--- src/rtl/pc_src_pkg.sv ---
// Shared types and constants for the PC-source unit: FSM states and fault cause codes.
package pc_src_pkg;

    typedef enum logic [1:0] {
        BOOT  = 2'b00,
        RUN   = 2'b01,
        FAULT = 2'b10
    } pc_state_t;

    localparam logic [1:0] ERR_NONE  = 2'b00;
    localparam logic [1:0] ERR_SEL   = 2'b01;
    localparam logic [1:0] ERR_ALIGN = 2'b10;

endpackage

--- src/rtl/pc_src_mux.sv ---
// Combinational NUM_SRC-way selector over a flattened source bus.
// An out-of-range select yields zero so downstream logic never sees stale data.
module pc_src_mux #(
    parameter int DATA_W  = 32,
    parameter int NUM_SRC = 6,
    parameter int SEL_W   = 4
) (
    input  logic [NUM_SRC*DATA_W-1:0] src_data,
    input  logic [SEL_W-1:0]          src_sel,
    output logic [DATA_W-1:0]         mux_out
);

    // Pick the source whose index matches the select; default to zero when none matches.
    always_comb begin
        mux_out = '0;
        for (int k = 0; k < NUM_SRC; k++) begin
            if (src_sel == SEL_W'(k)) begin
                mux_out = src_data[k*DATA_W +: DATA_W];
            end
        end
    end

endmodule

--- src/rtl/pc_source_unit.sv ---
// PC-source unit: selects the next PC from NUM_SRC candidates and owns the PC register,
// with conditional write, previous-PC capture, update pulse and a sticky fault state.
module pc_source_unit
    import pc_src_pkg::*;
#(
    parameter int                DATA_W    = 32,
    parameter int                NUM_SRC   = 6,
    parameter int                SEL_W     = 4,
    parameter logic [DATA_W-1:0] RESET_PC  = '0,
    parameter bit                ALIGN_CHK = 1'b1
) (
    input  logic                      clk,
    input  logic                      reset_n,
    input  logic [NUM_SRC*DATA_W-1:0] src_data,
    input  logic [SEL_W-1:0]          src_sel,
    input  logic                      pc_write,
    input  logic                      pc_write_cond,
    input  logic                      cond_true,
    input  logic                      err_clr,
    output logic [DATA_W-1:0]         mux_out,
    output logic [DATA_W-1:0]         pc_out,
    output logic [DATA_W-1:0]         pc_prev,
    output logic                      pc_upd,
    output logic                      pc_valid,
    output logic [1:0]                err_cause
);

    localparam logic [SEL_W:0] NUM_SRC_EXT = (SEL_W+1)'(NUM_SRC);

    pc_state_t   state;
    pc_state_t   state_nxt;
    logic        upd;
    logic        sel_bad;
    logic        misaligned;
    logic        load_pc;
    logic [1:0]  cause_nxt;

    pc_src_mux #(
        .DATA_W  (DATA_W),
        .NUM_SRC (NUM_SRC),
        .SEL_W   (SEL_W)
    ) u_mux (
        .src_data (src_data),
        .src_sel  (src_sel),
        .mux_out  (mux_out)
    );

    // A plain write always counts; a conditional write only when its branch condition holds.
    assign upd        = pc_write | (pc_write_cond & cond_true);
    assign sel_bad    = ({1'b0, src_sel} >= NUM_SRC_EXT);
    assign misaligned = ALIGN_CHK && (mux_out[1:0] != 2'b00);
    assign pc_valid   = (state != BOOT);

    // Next-state and load decision; an illegal select is checked first so it wins over misalignment.
    always_comb begin
        state_nxt = state;
        load_pc   = 1'b0;
        cause_nxt = err_cause;
        case (state)
            BOOT: begin
                state_nxt = RUN;
            end
            RUN: begin
                if (upd) begin
                    if (sel_bad) begin
                        state_nxt = FAULT;
                        cause_nxt = ERR_SEL;
                    end else if (misaligned) begin
                        state_nxt = FAULT;
                        cause_nxt = ERR_ALIGN;
                    end else begin
                        load_pc = 1'b1;
                    end
                end
            end
            FAULT: begin
                if (err_clr) begin
                    state_nxt = RUN;
                    cause_nxt = ERR_NONE;
                end
            end
            default: begin
                state_nxt = BOOT;
            end
        endcase
    end

    // FSM state register.
    always_ff @(posedge clk or negedge reset_n) begin
        if (!reset_n) begin
            state <= BOOT;
        end else begin
            state <= state_nxt;
        end
    end

    // PC, previous-PC, update pulse and fault cause registers.
    always_ff @(posedge clk or negedge reset_n) begin
        if (!reset_n) begin
            pc_out    <= RESET_PC;
            pc_prev   <= RESET_PC;
            pc_upd    <= 1'b0;
            err_cause <= ERR_NONE;
        end else begin
            pc_upd    <= load_pc;
            err_cause <= cause_nxt;
            if (load_pc) begin
                pc_prev <= pc_out;
                pc_out  <= mux_out;
            end
        end
    end

endmodule
--- config.mk ---
export PLATFORM = sky130hd
export DESIGN_NAME = pc_source_unit
export DESIGN_NICKNAME = d
export VERILOG_FILES = /design/src/rtl/pc_src_pkg.sv /design/src/rtl/pc_src_mux.sv /design/src/rtl/pc_source_unit.sv
export SDC_FILE = /design/constraint.sdc
export NUM_CORES = 1
export LEC_CHECK = 0
export BUFFER_PORTS_ARGS = -buffer_cell sky130_fd_sc_hd__buf_4
export CAP_MARGIN = 20
export CORE_AREA = 4 4 115 117
export CTS_CLUSTER_SIZE = 16
export DETAILED_ROUTE_END_ITERATION = 10
export DIE_AREA = 0 0 119 121
export GPL_ROUTABILITY_DRIVEN = 0
export PLACE_DENSITY_LB_ADDON = 0.08
export SLEW_MARGIN = 20
export SYNTH_ARGS = -nofsm -noshare
export SYNTH_HDL_FRONTEND = slang
export SYNTH_HIERARCHICAL = 1
export SYNTH_SLANG_ARGS = --single-unit
--- constraint.sdc ---
create_clock -name clk -period 4.31 [get_ports clk]
set_clock_uncertainty 0.15 [all_clocks]
set_input_delay 0.431 -clock clk [delete_from_list [all_inputs] [get_ports clk]]
set_output_delay 0.431 -clock clk [all_outputs]
set_load 0.03 [all_outputs]
==> flow_summary.html, run 1 <==
<table>
<tr><th>Metric</th><th>Value</th></tr>
<tr><th colspan="2">Run status</th></tr>
<tr><td>Run status</td><td>complete, no violations</td></tr>
<tr><th colspan="2">Global route</th></tr>
<tr><td>Initial antenna violation count</td><td>1</td></tr>
<tr><td>Via count of the first global-routing pass</td><td>4876</td></tr>
<tr><td>Total GRT Usage</td><td>0.237</td></tr>
<tr><td>Largest net degree at the start of global routing</td><td>70</td></tr>
<tr><td>Wire length of the first global-routing pass</td><td>26500 µm</td></tr>
<tr><td>Remaining Overflow, GRT</td><td>0</td></tr>
<tr><th colspan="2">Finish</th></tr>
<tr><td>Diodes inserted</td><td>0</td></tr>
<tr><td>Seq. cell area</td><td>1730 µm²</td></tr>
<tr><td>Layout Nets</td><td>roughly 890</td></tr>
<tr><td>Filler cell count</td><td>1103</td></tr>
<tr><td>Fraction of layout instances using a drive strength above 1</td><td>0.581</td></tr>
<tr><td>Total area of multi-input combinational cells</td><td>2620 µm²</td></tr>
<tr><td>Area added between synthesis and finish</td><td>52.4%</td></tr>
<tr><td>Core Util, Final</td><td>0.583</td></tr>
<tr><th colspan="2">Die</th></tr>
<tr><td>Die X</td><td>119 µm</td></tr>
<tr><td>Site row count</td><td>41</td></tr>
<tr><td>Starting utilization of the core area</td><td>0.383</td></tr>
<tr><td>Ports placed on the boundary</td><td>302</td></tr>
<tr><td>Y dimension of the die</td><td>between 100 and 150 µm</td></tr>
<tr><td>Core box area</td><td>12400 µm²</td></tr>
<tr><td>Floorplan die area</td><td>14400 µm²</td></tr>
<tr><th colspan="2">CTS</th></tr>
<tr><td>Setup repair bufs after CTS</td><td>0</td></tr>
<tr><td>Number of H-tree branching levels</td><td>3</td></tr>
<tr><td>Count of instances resized after the clock tree is built</td><td>0</td></tr>
<tr><td>Clock tree root driver cell</td><td>clkbuf_16</td></tr>
<tr><td>Clock-pin transition on the worst setup and hold timing paths</td><td>0.05 ns</td></tr>
<tr><td>Num CTS Buffers</td><td>9</td></tr>
<tr><td>Number of hold buffers added after cts</td><td>0</td></tr>
<tr><td>Number of buffers between clock root and the deepest sink</td><td>2</td></tr>
<tr><td>Insertion delay of the later-clocked pin in the worst-skew pair</td><td>approximately 0.34 ns</td></tr>
<tr><td>TritonCTS clock tree</td><td>yes</td></tr>
<tr><td>Clk sink count</td><td>69</td></tr>
<tr><th colspan="2">Worst setup path</th></tr>
<tr><td>R2r setup slk</td><td>around 2.2 ns</td></tr>
<tr><td>Number of cells on the worst reg-to-reg path</td><td>4</td></tr>
<tr><td>Critical-path maximum fanout</td><td>58</td></tr>
<tr><td>Cell family contributing the most delay on the critical path</td><td>buffers and inverters</td></tr>
<tr><td>Data required time at the worst endpoint</td><td>4.38 ns</td></tr>
<tr><td>Element type at the critical path start</td><td>input port</td></tr>
<tr><td>Critical path data arrival time</td><td>3.27 ns</td></tr>
<tr><td>Endpoint class of the critical path</td><td>flip-flop</td></tr>
<tr><td>Terminus of the critical flop-to-flop path</td><td>pc_prev[20]</td></tr>
<tr><td>Critical setup path kind</td><td>in2reg</td></tr>
<tr><td>Reg-to-reg critical path startpoint</td><td>state[0]</td></tr>
<tr><td>Count of buffer and inverter cells on the critical path</td><td>3</td></tr>
<tr><td>Cell-by-cell listing of the critical path</td><td>buf_4, nand2b_1, buf_4, o32ai_1, a22oi_1, a2111oi_4, and3_4, buf_4, mux2_2</td></tr>
<tr><td>Critical-path top delay cell</td><td>buf_4</td></tr>
<tr><td>Critical Path Max Stage Delay</td><td>about 0.50 ns</td></tr>
<tr><td>Cell occurring most often along the worst timing path</td><td>buf_4</td></tr>
<tr><th colspan="2">Timing</th></tr>
<tr><td>Fmax</td><td>around 310 MHz</td></tr>
<tr><td>Share of the cycle needed by the critical path after routing</td><td>0.742</td></tr>
<tr><td>Max-slew headroom at the worst pin</td><td>0.407</td></tr>
<tr><td>Number of hold violations in the final report</td><td>0</td></tr>
<tr><td>Clock period minus worst slack</td><td>about 3.2 ns</td></tr>
<tr><td>Pins over their slew limit</td><td>0</td></tr>
<tr><td>RSZ-0062 raised after global routing</td><td>no</td></tr>
<tr><td>Setup TNS</td><td>0 ns</td></tr>
<tr><td>Final setup violating endpoints</td><td>0</td></tr>
<tr><td>Measured slew at the worst slew-check pin</td><td>0.890 ns</td></tr>
<tr><th colspan="2">Synth</th></tr>
<tr><td>Share of synthesized registers carrying an async set or reset</td><td>1.00</td></tr>
<tr><td>Most used DFF post-synth</td><td>dfrtp_1</td></tr>
<tr><td>Post-synthesis compound-gate area fraction</td><td>0.216</td></tr>
<tr><td>Syn Area/Cell</td><td>11.5 µm²</td></tr>
<tr><td>Sequential-to-total area share from yosys stat</td><td>0.365</td></tr>
<tr><td>Adder-cell area share of the yosys netlist</td><td>0</td></tr>
<tr><td>Largest family of logic cells by synthesized area</td><td>multiplexers</td></tr>
<tr><td>Number of cells produced by synthesis</td><td>413</td></tr>
<tr><td>Net count after synthesis</td><td>615</td></tr>
<tr><td>Multiplexer fraction of the synthesized cell area</td><td>0.252</td></tr>
<tr><td>XOR/XNOR share of the synthesized area</td><td>0</td></tr>
<tr><td>Post-Syn Area</td><td>4730 µm²</td></tr>
<tr><td>EDFF count, synth</td><td>0</td></tr>
<tr><td>Warning count from the yosys run</td><td>6</td></tr>
<tr><td>Simple-gate portion of the synthesized area</td><td>0.0854</td></tr>
<tr><td>Count of distinct cell types in the synthesized netlist</td><td>38</td></tr>
<tr><td>Register bit total from synthesis</td><td>69</td></tr>
<tr><th colspan="2">Drt</th></tr>
<tr><td>Overall routed net length</td><td>approximately 18000 µm</td></tr>
<tr><td>Routed via count</td><td>4647</td></tr>
<tr><td>Post-route DRC</td><td>0</td></tr>
<tr><td>1st-pass router iterations</td><td>4</td></tr>
<tr><td>Post-detailed-route count of antenna-violating nets</td><td>0</td></tr>
<tr><td>Routed wire length per instance</td><td>20.3 µm</td></tr>
<tr><td>1st-iter DRT viols</td><td>262</td></tr>
<tr><td>Vias per cell</td><td>5.36</td></tr>
<tr><th colspan="2">Power and ir drop</th></tr>
<tr><td>Worst IR drop on VDD</td><td>0.000375 V</td></tr>
<tr><td>Power density over cell area</td><td>509 nW/µm²</td></tr>
<tr><td>Leakage power figure</td><td>3.63 nW</td></tr>
<tr><th colspan="2">Hold path</th></tr>
<tr><td>Worst hold path type</td><td>in2async</td></tr>
<tr><th colspan="2">Job</th></tr>
<tr><td># Max-Cap Violations</td><td>0</td></tr>
<tr><th colspan="2">Placed design</th></tr>
<tr><td>Total half-perimeter wirelength after legalization and detailed placement</td><td>13400 µm</td></tr>
<tr><td>Total of buffers placed on input and output ports</td><td>roughly 300</td></tr>
</table>
[per-stage QoR]
stage	setup slack (ns)	hold WS, ns	total power, mW	area [µm²]	instances
6_report	1.11	0.0542	3.67	7210	867
3_3_place_gp	0.880	0.322	2.92	6920	851
3_5_place_dp	0.762	0.326	2.95	6920	851
5_1_grt	0.957	0.124	3.84	7210	867
2_1_floorplan	1.37	-0.0146	2.22	4730	413
4_1_cts	1.12	0.0972	3.70	7210	867
[state kept, by name, summed over array words and instances (netlist names)]
name and cells:
err_cause 2, pc_upd 1, pc_out 32, pc_prev 32, state 2
[Yosys cell counts, types with 15 or more instances]
master / count / area (µm²)
a21o_1: 16 / 120
a21oi_1: 16 / 80.1
a22oi_1: 18 / 135
dfrtp_1: 69 / 1730
mux2_2: 31 / 349
mux2_4: 40 / 601
nand2b_1: 18 / 113
nand3_1: 15 / 75.1
nor3_1: 15 / 75.1
o21ai_0: 19 / 95.1
o221ai_1: 20 / 175
o32ai_1: 18 / 158
[how the worst max path moves through the flow]
stage                     slack, ns  cells past startpoint        from     endpoint
after floorplan                1.37                     10  src_sel[1]  pc_prev[10]
final                          1.11                      9  src_sel[1]  pc_prev[20]
after CTS                      1.12                      9  src_sel[1]  pc_prev[20]
after detailed placement       0.76                      9  src_sel[1]  pc_prev[18]
after global routing           0.96                      9  src_sel[1]  pc_prev[20]
after global placement         0.88                      9  src_sel[1]  pc_prev[18]
[kinds of logic (layout without fill, tap and decap cells)]
family,after synthesis,in the layout
AO/OA/AOI/OAI,139,139
multiplexers,94,94
flip-flops,69,69
AND/OR/NAND/NOR,63,63
buffers and inverters,48,330
[report_power, final]
part / switching (mW) / total [mW] / internal, mW / leakage (nW)
Combinational: 0.986 / 1.83 / 0.844 / 2.58
Sequential: 0.198 / 1.11 / 0.910 / 0.907
Clock: 0.279 / 0.727 / 0.447 / 0.141
Total: 1.46 / 3.67 / 2.20 / 3.63
[worst register-to-register path, stage by stage (launching register included)]
cell and delay [ns]:
dfrtp_1 0.48, nor2b_1 0.22, and3_4 0.38, buf_4 0.36
mux2_2 0.38
[metal layers]
layer / share of wire / up-vias / global-route usage
li1: - / 2168 / -
met1: 0.41 / 2225 / 0.300
met2: 0.48 / 215 / 0.383
met3: 0.073 / 37 / 0.0741
met4: 0.027 / 2 / 0.0854
met5: 0.00034 / - / 0
[final cells by class]
type	count	area share
inverter	2	0.00104
multi-input combinational	296	0.363
tap	172	0.0299
sequential	69	0.240
clock buffer	12	0.0328
clock inverter	4	0.00677
timing repair buffer	312	0.327
[placed cells by master (no fill, tap or decap), types with 3 or more instances in the layout]
cell type,n
buf_4,311
dfrtp_1,69
mux2_4,40
mux2_2,31
o221ai_1,20
o21ai_0,19
nand2b_1,18
o32ai_1,18
a22oi_1,18
a21o_1,16
a21oi_1,16
nor3_1,15
nand3_1,15
a211o_1,14
mux2i_1,14
a31oi_1,14
mux2_1,9
clkbuf_16,9
nor2b_1,4
clkbuf_1,3
(Power assumes the default switching activity.)
==> run 2: changes to the inputs <==
Settings changed: CORE_AREA 4 4 115 117 to 4 4 114 116, DIE_AREA 0 0 119 121 to 0 0 118 120.
Clock period 4.31 ns to 3 ns, I/O delays scaled along.
==> flow_summary.html, run 2 (synthesized netlist as in run 1, its figures left out) <==
<table>
<tr><th>Metric</th><th>Value</th></tr>
<tr><th colspan="2">Power and ir drop</th></tr>
<tr><td>Power after layout</td><td>5.47 mW (was 3.67 mW)</td></tr>
<tr><td>Power density over cell area</td><td>746 nW/µm² (was 509 nW/µm²)</td></tr>
<tr><td>Worst IR drop on VDD</td><td>0.000470 V (was 0.000375 V)</td></tr>
<tr><td>Power share of the combinational group</td><td>0.486 (was 0.499)</td></tr>
<tr><td>Fraction of power consumed by sequential logic</td><td>0.292 (was 0.302)</td></tr>
<tr><td>Relative contribution of the clock network to total power</td><td>0.222 (was 0.198)</td></tr>
<tr><td>Leakage power figure</td><td>3.70 nW (was 3.63 nW)</td></tr>
<tr><td>Net switching power</td><td>2.12 mW (was 1.46 mW)</td></tr>
<tr><td>Sw Share</td><td>0.388 (was 0.399)</td></tr>
<tr><td>Internal</td><td>3.35 mW (was 2.20 mW)</td></tr>
<tr><th colspan="2">Finish</th></tr>
<tr><td>Layout Nets</td><td>902 (was 892)</td></tr>
<tr><td>Fraction of layout instances using a drive strength above 1</td><td>0.589 (was 0.581)</td></tr>
<tr><td>Core Util, Final</td><td>0.616 (was 0.583)</td></tr>
<tr><td>Commonest non-fill, non-tap cell in the layout</td><td>buf_4 (unchanged)</td></tr>
<tr><td>Commonest cells after routing, fill and taps aside</td><td>318 x buf_4, 69 x dfrtp_1, 40 x mux2_4, 31 x mux2_2, 20 x o221ai_1 (was 311 x buf_4, 69 x dfrtp_1, 40 x mux2_4, 31 x mux2_2, 20 x o221ai_1)</td></tr>
<tr><td>Final cell count without fillers</td><td>852 (was 867)</td></tr>
<tr><td>Area added between synthesis and finish</td><td>55.1% (was 52.4%)</td></tr>
<tr><td>Diodes inserted</td><td>0 (unchanged)</td></tr>
<tr><td>Largest registers</td><td>pc_out x32, pc_prev x32 (unchanged)</td></tr>
<tr><th colspan="2">Global route</th></tr>
<tr><td>Met2 track demand over resource in global routing</td><td>0.414 (was 0.383)</td></tr>
<tr><td>Via count of the first global-routing pass</td><td>4887 (was 4876)</td></tr>
<tr><td>GRT Max-Usage Layer</td><td>met2 (unchanged)</td></tr>
<tr><td>Largest net degree at the start of global routing</td><td>70 (unchanged)</td></tr>
<tr><td>Remaining Overflow, GRT</td><td>0 (unchanged)</td></tr>
<tr><td>Met1 track demand over resource in global routing</td><td>0.297 (was 0.300)</td></tr>
<tr><td>Initial antenna violation count</td><td>1 (unchanged)</td></tr>
<tr><td>Wire length of the first global-routing pass</td><td>27100 µm (was 26500 µm)</td></tr>
<tr><td>Met3 track demand over resource in global routing</td><td>0.0801 (was 0.0741)</td></tr>
<tr><td>Total GRT Usage</td><td>0.243 (was 0.237)</td></tr>
<tr><th colspan="2">Worst setup path</th></tr>
<tr><td>Critical Path Max Stage Delay</td><td>0.37 ns (was 0.50 ns)</td></tr>
<tr><td>Element type at the critical path start</td><td>input port (unchanged)</td></tr>
<tr><td>Critical-path maximum fanout</td><td>35 (was 58)</td></tr>
<tr><td>Data required time at the worst endpoint</td><td>3.06 ns (was 4.38 ns)</td></tr>
<tr><td>Endpoint class of the critical path</td><td>flip-flop (unchanged)</td></tr>
<tr><td>Critical-path top delay cell</td><td>a2111oi_4 (was buf_4)</td></tr>
<tr><td>Critical setup path kind</td><td>in2reg (unchanged)</td></tr>
<tr><td>Critical path data arrival time</td><td>2.56 ns (was 3.27 ns)</td></tr>
<tr><td>Cell-by-cell listing of the critical path</td><td>buf_4, mux2_2, o221ai_1, a22oi_1, buf_4, a2111oi_4, and3_4, buf_12, mux2_2 (was buf_4, nand2b_1, buf_4, o32ai_1, a22oi_1, a2111oi_4, and3_4, buf_4, mux2_2)</td></tr>
<tr><th colspan="2">CTS</th></tr>
<tr><td>Setup repair bufs after CTS</td><td>0 (unchanged)</td></tr>
<tr><td>Number of H-tree branching levels</td><td>3 (unchanged)</td></tr>
<tr><td>Number of hold buffers added after cts</td><td>1 (was 0)</td></tr>
<tr><td>Num CTS Buffers</td><td>9 (unchanged)</td></tr>
<tr><td>Clock-pin transition on the worst setup and hold timing paths</td><td>0.06 ns (was 0.05 ns)</td></tr>
<tr><td>TritonCTS clock tree</td><td>yes (unchanged)</td></tr>
<tr><td>Clock tree root driver cell</td><td>clkbuf_16 (unchanged)</td></tr>
<tr><td>Count of instances resized after the clock tree is built</td><td>0 (unchanged)</td></tr>
<tr><td>Insertion delay of the later-clocked pin in the worst-skew pair</td><td>0.33 ns (was 0.34 ns)</td></tr>
<tr><td>Number of buffers between clock root and the deepest sink</td><td>2 (unchanged)</td></tr>
<tr><td>Clk sink count</td><td>69 (unchanged)</td></tr>
<tr><th colspan="2">Drt</th></tr>
<tr><td>Post-route DRC</td><td>0 (unchanged)</td></tr>
<tr><td>Vias per cell</td><td>5.54 (was 5.36)</td></tr>
<tr><td>Post-detailed-route count of antenna-violating nets</td><td>0 (unchanged)</td></tr>
<tr><td>1st-pass router iterations</td><td>6 (was 4)</td></tr>
<tr><td>Routed via count</td><td>4718 (was 4647)</td></tr>
<tr><td>1st-iter DRT viols</td><td>372 (was 262)</td></tr>
<tr><td>Overall routed net length</td><td>17700 µm (was 17600 µm)</td></tr>
<tr><td>Routed wire length per instance</td><td>20.8 µm (was 20.3 µm)</td></tr>
<tr><th colspan="2">Die</th></tr>
<tr><td>Starting utilization of the core area</td><td>0.397 (was 0.383)</td></tr>
<tr><td>Y dimension of the die</td><td>120 µm (was 121 µm)</td></tr>
<tr><td>Core box area</td><td>11900 µm² (was 12400 µm²)</td></tr>
<tr><td>Site row count</td><td>40 (was 41)</td></tr>
<tr><td>Die X</td><td>118 µm (was 119 µm)</td></tr>
<tr><td>Ports placed on the boundary</td><td>302 (unchanged)</td></tr>
<tr><td>Floorplan die area</td><td>14200 µm² (was 14400 µm²)</td></tr>
<tr><th colspan="2">Timing</th></tr>
<tr><td>Clock period minus worst slack</td><td>roughly 2.5 ns</td></tr>
<tr><td>Share of the cycle needed by the critical path after routing</td><td>0.833</td></tr>
<tr><td>RSZ-0062 raised after global routing</td><td>no (unchanged)</td></tr>
<tr><td>Final setup violating endpoints</td><td>0 (unchanged)</td></tr>
<tr><td>Pins over their slew limit</td><td>0 (unchanged)</td></tr>
<tr><td>Max-slew headroom at the worst pin</td><td>0.417 (was 0.407)</td></tr>
<tr><td>Post-route worst hold slack</td><td>0.193 ns (was 0.0542 ns)</td></tr>
<tr><td>Number of hold violations in the final report</td><td>0 (unchanged)</td></tr>
<tr><td>Measured slew at the worst slew-check pin</td><td>0.875 ns (was 0.890 ns)</td></tr>
<tr><td>Fmax</td><td>400 MHz</td></tr>
<tr><td>Setup TNS</td><td>0 ns (unchanged)</td></tr>
<tr><th colspan="2">Run status</th></tr>
<tr><td>Run status</td><td>complete, no violations (unchanged)</td></tr>
<tr><th colspan="2">Hold path</th></tr>
<tr><td>Worst hold path type</td><td>in2reg (was in2async)</td></tr>
<tr><th colspan="2">Placed design</th></tr>
<tr><td>Total half-perimeter wirelength after legalization and detailed placement</td><td>13800 µm (was 13400 µm)</td></tr>
<tr><td>Total of buffers placed on input and output ports</td><td>301 (unchanged)</td></tr>
<tr><td>Placed cell count</td><td>835 (was 851)</td></tr>
<tr><th colspan="2">Job</th></tr>
<tr><td># Max-Cap Violations</td><td>0 (unchanged)</td></tr>
</table>
run 2: cell count changes in the layout (fill, tap and decap cells not counted), moves of 2 or more:
| cell | change |
|---|---|
| buf_12 | +2 |
| buf_4 | +7 |
| bufinv_16 | +2 |
| clkbuf_1 | -2 |
run 2: metal layers:
layer  part of all wire  routed length [µm]
met3              0.084                1480
met1               0.40                7160
met5            0.00040                   7
met2               0.50                8810
met4              0.014                 251
run 2: critical path, delay by kind of cell:
kind            cells  cell delay [ns]
simple gates        1             0.29
compound gates      3             0.68
buf+inv             3             0.55
mux                 2             0.71
run 2: path summary, 6_finish.rpt:
check / slack (ns) / cells after the start / startpoint / end
max: 0.50 / 9 / src_sel[0] / pc_prev[17]
min: 0.19 / 3 / err_clr / state[0]
min in group asynchronous: 0.46 / 2 / reset_n / pc_out[14]
max reg2reg: 1.20 / 4 / state[0] / pc_prev[17]
max in group asynchronous: 1.65 / 2 / reset_n / pc_prev[26]
min reg2reg: 0.34 / 1 / pc_prev[15] / pc_prev[15]
run 2: per-stage QoR:
| step | setup slack (ns) | cell area, µm² |
|---|---|---|
| 2_1_floorplan | 0.186 | 4730 |
| 3_3_place_gp | 0.282 | 6980 |
| 3_5_place_dp | 0.176 | 6980 |
| 4_1_cts | 0.520 | 7330 |
| 5_1_grt | 0.436 | 7330 |
| 6_report | 0.502 | 7330 |
run 2: layout make-up:
cell class,instances,area (µm²)
clock inverter,6,111
timing repair buffer,322,2460
tap,147,184
multi-input combinational,296,2620
clock buffer,10,229
inverter,2,7.51
sequential,69,1730
fill,1026,4580
run 2: power by group through the flow:
stage	sequential (mW)	combinational (mW)	clock, mW
finish	1.60	2.66	1.22
global route	1.65	2.80	1.29
CTS	1.60	2.68	1.24
detailed placement	1.61	2.67	0
global placement	1.59	2.64	0
floorplan	2.25	0.933	0
==> run 3: changes to the inputs <==
Settings changed: CORE_AREA 4 4 114 116 to not set, CORE_MARGIN set to 4, CORE_UTILIZATION set to 39, DIE_AREA 0 0 118 120 to not set.
Clock period 3 ns to 2.21 ns, I/O delays scaled along.
==> flow_summary.html, run 3 (synthesized netlist as in run 1, its figures left out) <==
<table>
<tr><th>Metric</th><th>Value</th></tr>
<tr><th colspan="2">Power and ir drop</th></tr>
<tr><td>Net switching power</td><td>2.89 mW (was 2.12 mW)</td></tr>
<tr><td>Power after layout</td><td>7.48 mW (was 5.47 mW)</td></tr>
<tr><td>Sw Share</td><td>0.386 (was 0.388)</td></tr>
<tr><td>Internal</td><td>4.59 mW (was 3.35 mW)</td></tr>
<tr><td>Power density over cell area</td><td>985 nW/µm² (was 746 nW/µm²)</td></tr>
<tr><td>Fraction of power consumed by sequential logic</td><td>0.292 (about the same)</td></tr>
<tr><td>Power share of the combinational group</td><td>0.492 (was 0.486)</td></tr>
<tr><td>Leakage power figure</td><td>3.85 nW (was 3.70 nW)</td></tr>
<tr><td>Relative contribution of the clock network to total power</td><td>0.217 (was 0.222)</td></tr>
<tr><td>Worst IR drop on VDD</td><td>0.000864 V (was 0.000470 V)</td></tr>
<tr><th colspan="2">Timing</th></tr>
<tr><td>Setup TNS</td><td>0 ns (unchanged)</td></tr>
<tr><td>Measured slew at the worst slew-check pin</td><td>0.885 ns (was 0.875 ns)</td></tr>
<tr><td>Fmax</td><td>between 400 and 500 MHz</td></tr>
<tr><td>Final setup violating endpoints</td><td>0 (unchanged)</td></tr>
<tr><td>Max-slew headroom at the worst pin</td><td>0.410 (was 0.417)</td></tr>
<tr><td>Share of the cycle needed by the critical path after routing</td><td>0.978</td></tr>
<tr><td>Number of hold violations in the final report</td><td>0 (unchanged)</td></tr>
<tr><td>Pins over their slew limit</td><td>0 (unchanged)</td></tr>
<tr><td>Post-route worst hold slack</td><td>0.110 ns (was 0.193 ns)</td></tr>
<tr><td>RSZ-0062 raised after global routing</td><td>yes (was no)</td></tr>
<tr><td>Clock period minus worst slack</td><td>2.16 ns</td></tr>
<tr><th colspan="2">Drt</th></tr>
<tr><td>1st-pass router iterations</td><td>4 (was 6)</td></tr>
<tr><td>Routed wire length per instance</td><td>20.8 µm (about the same)</td></tr>
<tr><td>Post-detailed-route count of antenna-violating nets</td><td>0 (unchanged)</td></tr>
<tr><td>Overall routed net length</td><td>18100 µm (was 17700 µm)</td></tr>
<tr><td>Vias per cell</td><td>5.49 (was 5.54)</td></tr>
<tr><td>Amount of wire on met2 after detailed routing</td><td>9040 µm (was 8810 µm)</td></tr>
<tr><td>Routed via count</td><td>4784 (was 4718)</td></tr>
<tr><td>1st-iter DRT viols</td><td>270 (was 372)</td></tr>
<tr><td>M1 WL</td><td>7490 µm (was 7160 µm)</td></tr>
<tr><td>Post-route DRC</td><td>0 (unchanged)</td></tr>
<tr><td>Top routing layer in use</td><td>met4 (was met5)</td></tr>
<tr><td>Met3 WL post-DR</td><td>1270 µm (was 1480 µm)</td></tr>
<tr><th colspan="2">Worst setup path</th></tr>
<tr><td>R2r setup slk</td><td>0.32 ns (was 1.20 ns)</td></tr>
<tr><td>Cell occurring most often along the worst timing path</td><td>buf_4</td></tr>
<tr><td>Data required time at the worst endpoint</td><td>1.84 ns (was 3.06 ns)</td></tr>
<tr><td>Reg-to-reg critical path startpoint</td><td>state[0] (unchanged)</td></tr>
<tr><td>Number of cells on the worst reg-to-reg path</td><td>4 (unchanged)</td></tr>
<tr><td>Cell-by-cell listing of the critical path</td><td>buf_4, buf_4, buf_4, buf_6, nor3_1, a211o_1, a31oi_2, buf_4, buf_4 (was buf_4, mux2_2, o221ai_1, a22oi_1, buf_4, a2111oi_4, and3_4, buf_12, mux2_2)</td></tr>
<tr><td>Critical setup path kind</td><td>in2out (was in2reg)</td></tr>
<tr><td>Critical-path maximum fanout</td><td>19 (was 35)</td></tr>
<tr><td>Terminus of the critical flop-to-flop path</td><td>pc_prev[18] (was pc_prev[17])</td></tr>
<tr><td>Count of buffer and inverter cells on the critical path</td><td>6 (was 3)</td></tr>
<tr><td>Critical Path Max Stage Delay</td><td>0.29 ns (was 0.37 ns)</td></tr>
<tr><td>Endpoint class of the critical path</td><td>output pin (was flip-flop)</td></tr>
<tr><td>Element type at the critical path start</td><td>input port (unchanged)</td></tr>
<tr><td>Cell family contributing the most delay on the critical path</td><td>buffers and inverters (was multiplexers)</td></tr>
<tr><td>Critical path data arrival time</td><td>1.79 ns (was 2.56 ns)</td></tr>
<tr><td>Critical-path top delay cell</td><td>a211o_1 (was a2111oi_4)</td></tr>
<tr><th colspan="2">Finish</th></tr>
<tr><td>Final cell count without fillers</td><td>872 (was 852)</td></tr>
<tr><td>Core Util, Final</td><td>0.651 (was 0.616)</td></tr>
<tr><td>Commonest non-fill, non-tap cell in the layout</td><td>buf_4 (unchanged)</td></tr>
<tr><td>Commonest cells after routing, fill and taps aside</td><td>340 x buf_4, 69 x dfrtp_1, 41 x mux2_4, 31 x mux2_2, 19 x o221ai_1 (was 318 x buf_4, 69 x dfrtp_1, 40 x mux2_4, 31 x mux2_2, 20 x o221ai_1)</td></tr>
<tr><td>Layout Nets</td><td>927 (was 902)</td></tr>
<tr><td>Largest registers</td><td>pc_out x32, pc_prev x32 (unchanged)</td></tr>
<tr><td>Filler cell count</td><td>998 (was 1026)</td></tr>
<tr><td>Fraction of layout instances using a drive strength above 1</td><td>0.617 (was 0.589)</td></tr>
<tr><td>Area added between synthesis and finish</td><td>60.5% (was 55.1%)</td></tr>
<tr><td>Diodes inserted</td><td>0 (unchanged)</td></tr>
<tr><th colspan="2">Hold path</th></tr>
<tr><td>Min-Delay Startpoint</td><td>err_clr (unchanged)</td></tr>
<tr><td>Cell depth of the worst min-delay path</td><td>3 (unchanged)</td></tr>
<tr><td>Worst hold path type</td><td>in2reg (unchanged)</td></tr>
<tr><td>Capture endpoint of the worst hold path</td><td>state[0] (unchanged)</td></tr>
<tr><th colspan="2">Die</th></tr>
<tr><td>Core box area</td><td>11700 µm² (was 11900 µm²)</td></tr>
<tr><td>Site row count</td><td>39 (was 40)</td></tr>
<tr><td>Floorplan die area</td><td>14000 µm² (was 14200 µm²)</td></tr>
<tr><td>Die X</td><td>118 µm (about the same)</td></tr>
<tr><td>Y dimension of the die</td><td>118 µm (was 120 µm)</td></tr>
<tr><td>Ports placed on the boundary</td><td>302 (unchanged)</td></tr>
<tr><td>Starting utilization of the core area</td><td>0.406 (was 0.397)</td></tr>
<tr><th colspan="2">CTS</th></tr>
<tr><td>Clk sink count</td><td>69 (unchanged)</td></tr>
<tr><td>Number of buffers between clock root and the deepest sink</td><td>2 (unchanged)</td></tr>
<tr><td>Clock tree root driver cell</td><td>clkbuf_16 (unchanged)</td></tr>
<tr><td>Num CTS Buffers</td><td>9 (unchanged)</td></tr>
<tr><td>Number of H-tree branching levels</td><td>3 (unchanged)</td></tr>
<tr><td>Clock-pin transition on the worst setup and hold timing paths</td><td>0.05 ns (was 0.06 ns)</td></tr>
<tr><td>TritonCTS clock tree</td><td>yes (unchanged)</td></tr>
<tr><td>Insertion delay of the later-clocked pin in the worst-skew pair</td><td>0.32 ns (was 0.33 ns)</td></tr>
<tr><th colspan="2">Run status</th></tr>
<tr><td>Run status</td><td>complete, no violations (unchanged)</td></tr>
<tr><th colspan="2">Global route</th></tr>
<tr><td>Wire length of the first global-routing pass</td><td>27700 µm (was 27100 µm)</td></tr>
<tr><td>Total GRT Usage</td><td>0.250 (was 0.243)</td></tr>
<tr><td>Largest net degree at the start of global routing</td><td>70 (unchanged)</td></tr>
<tr><td>Via count of the first global-routing pass</td><td>4922 (was 4887)</td></tr>
<tr><td>Initial antenna violation count</td><td>0 (was 1)</td></tr>
<tr><td>Remaining Overflow, GRT</td><td>0 (unchanged)</td></tr>
<tr><th colspan="2">Placed design</th></tr>
<tr><td>Total of buffers placed on input and output ports</td><td>301 (unchanged)</td></tr>
<tr><td>Placed cell count</td><td>856 (was 835)</td></tr>
<tr><td>Total half-perimeter wirelength after legalization and detailed placement</td><td>14200 µm (was 13800 µm)</td></tr>
<tr><th colspan="2">Job</th></tr>
<tr><td># Max-Cap Violations</td><td>0 (unchanged)</td></tr>
</table>
==> run 3: how the worst max path moves through the flow <==
stage	start	to	slack, ns	cells past startpoint
2_1_floorplan	src_sel[3]	pc_prev[10]	-0.18	10
3_3_place_gp	src_sel[0]	pc_prev[18]	-0.15	8
3_5_place_dp	src_sel[0]	pc_prev[18]	-0.20	8
4_1_cts	src_sel[0]	mux_out[24]	0.003	8
5_1_grt	src_sel[0]	mux_out[4]	-0.03	9
6_report	src_sel[0]	mux_out[4]	0.05	9
==> run 3: per-layer routing <==
layer,GRT usage,vias to the layer above
met2,0.428,193
met3,0.0692,20
met5,0,-
met1,0.312,2327
met4,0.0623,0
li1,-,2244
==> run 3: repair_timing <==
item,in CTS,in global routing
hold buffers,1,0
endpoints found under the hold margin,69,0
endpoints found under the setup margin,0,9
setup buffers,0,0
gates resized for setup,0,5
==> run 3: per-stage QoR <==
| stage | instance area, µm² | setup slack, ns |
|---|---|---|
| after floorplan | 4820 | -0.180 |
| after global placement | 7220 | -0.154 |
| after detailed placement | 7220 | -0.197 |
| after CTS | 7570 | 0.00337 |
| after global routing | 7590 | -0.0268 |
| final | 7590 | 0.0497 |
==> run 3: worst register-to-register path: cells and delay by family, from the launching register on <==
kind	cells	cell delay, ns
and+or+nand+nor	2	0.55
DFF	1	0.46
muxes	1	0.37
buffers and inverters	1	0.24
==> run 3: area by class of cell <==
type | instances | area (µm²) | share of cell area
clock inverters | 6 | 113 | 0.0148
well taps | 143 | 179 | 0.0236
repair buffers | 347 | 2660 | 0.350
flip-flops and latches | 69 | 1730 | 0.227
inverters | 2 | 7.51 | 0.000989
multi-input cells | 296 | 2690 | 0.354
clock buffers | 9 | 225 | 0.0297
==> run 3: power groups by stage <==
stage	clock [mW]	combinational [mW]	sequential, mW
finish	1.62	3.68	2.18
global route	1.70	3.85	2.26
CTS	1.66	3.70	2.19
detailed placement	0	3.69	2.19
global placement	0	3.64	2.17
floorplan	0	1.29	3.06
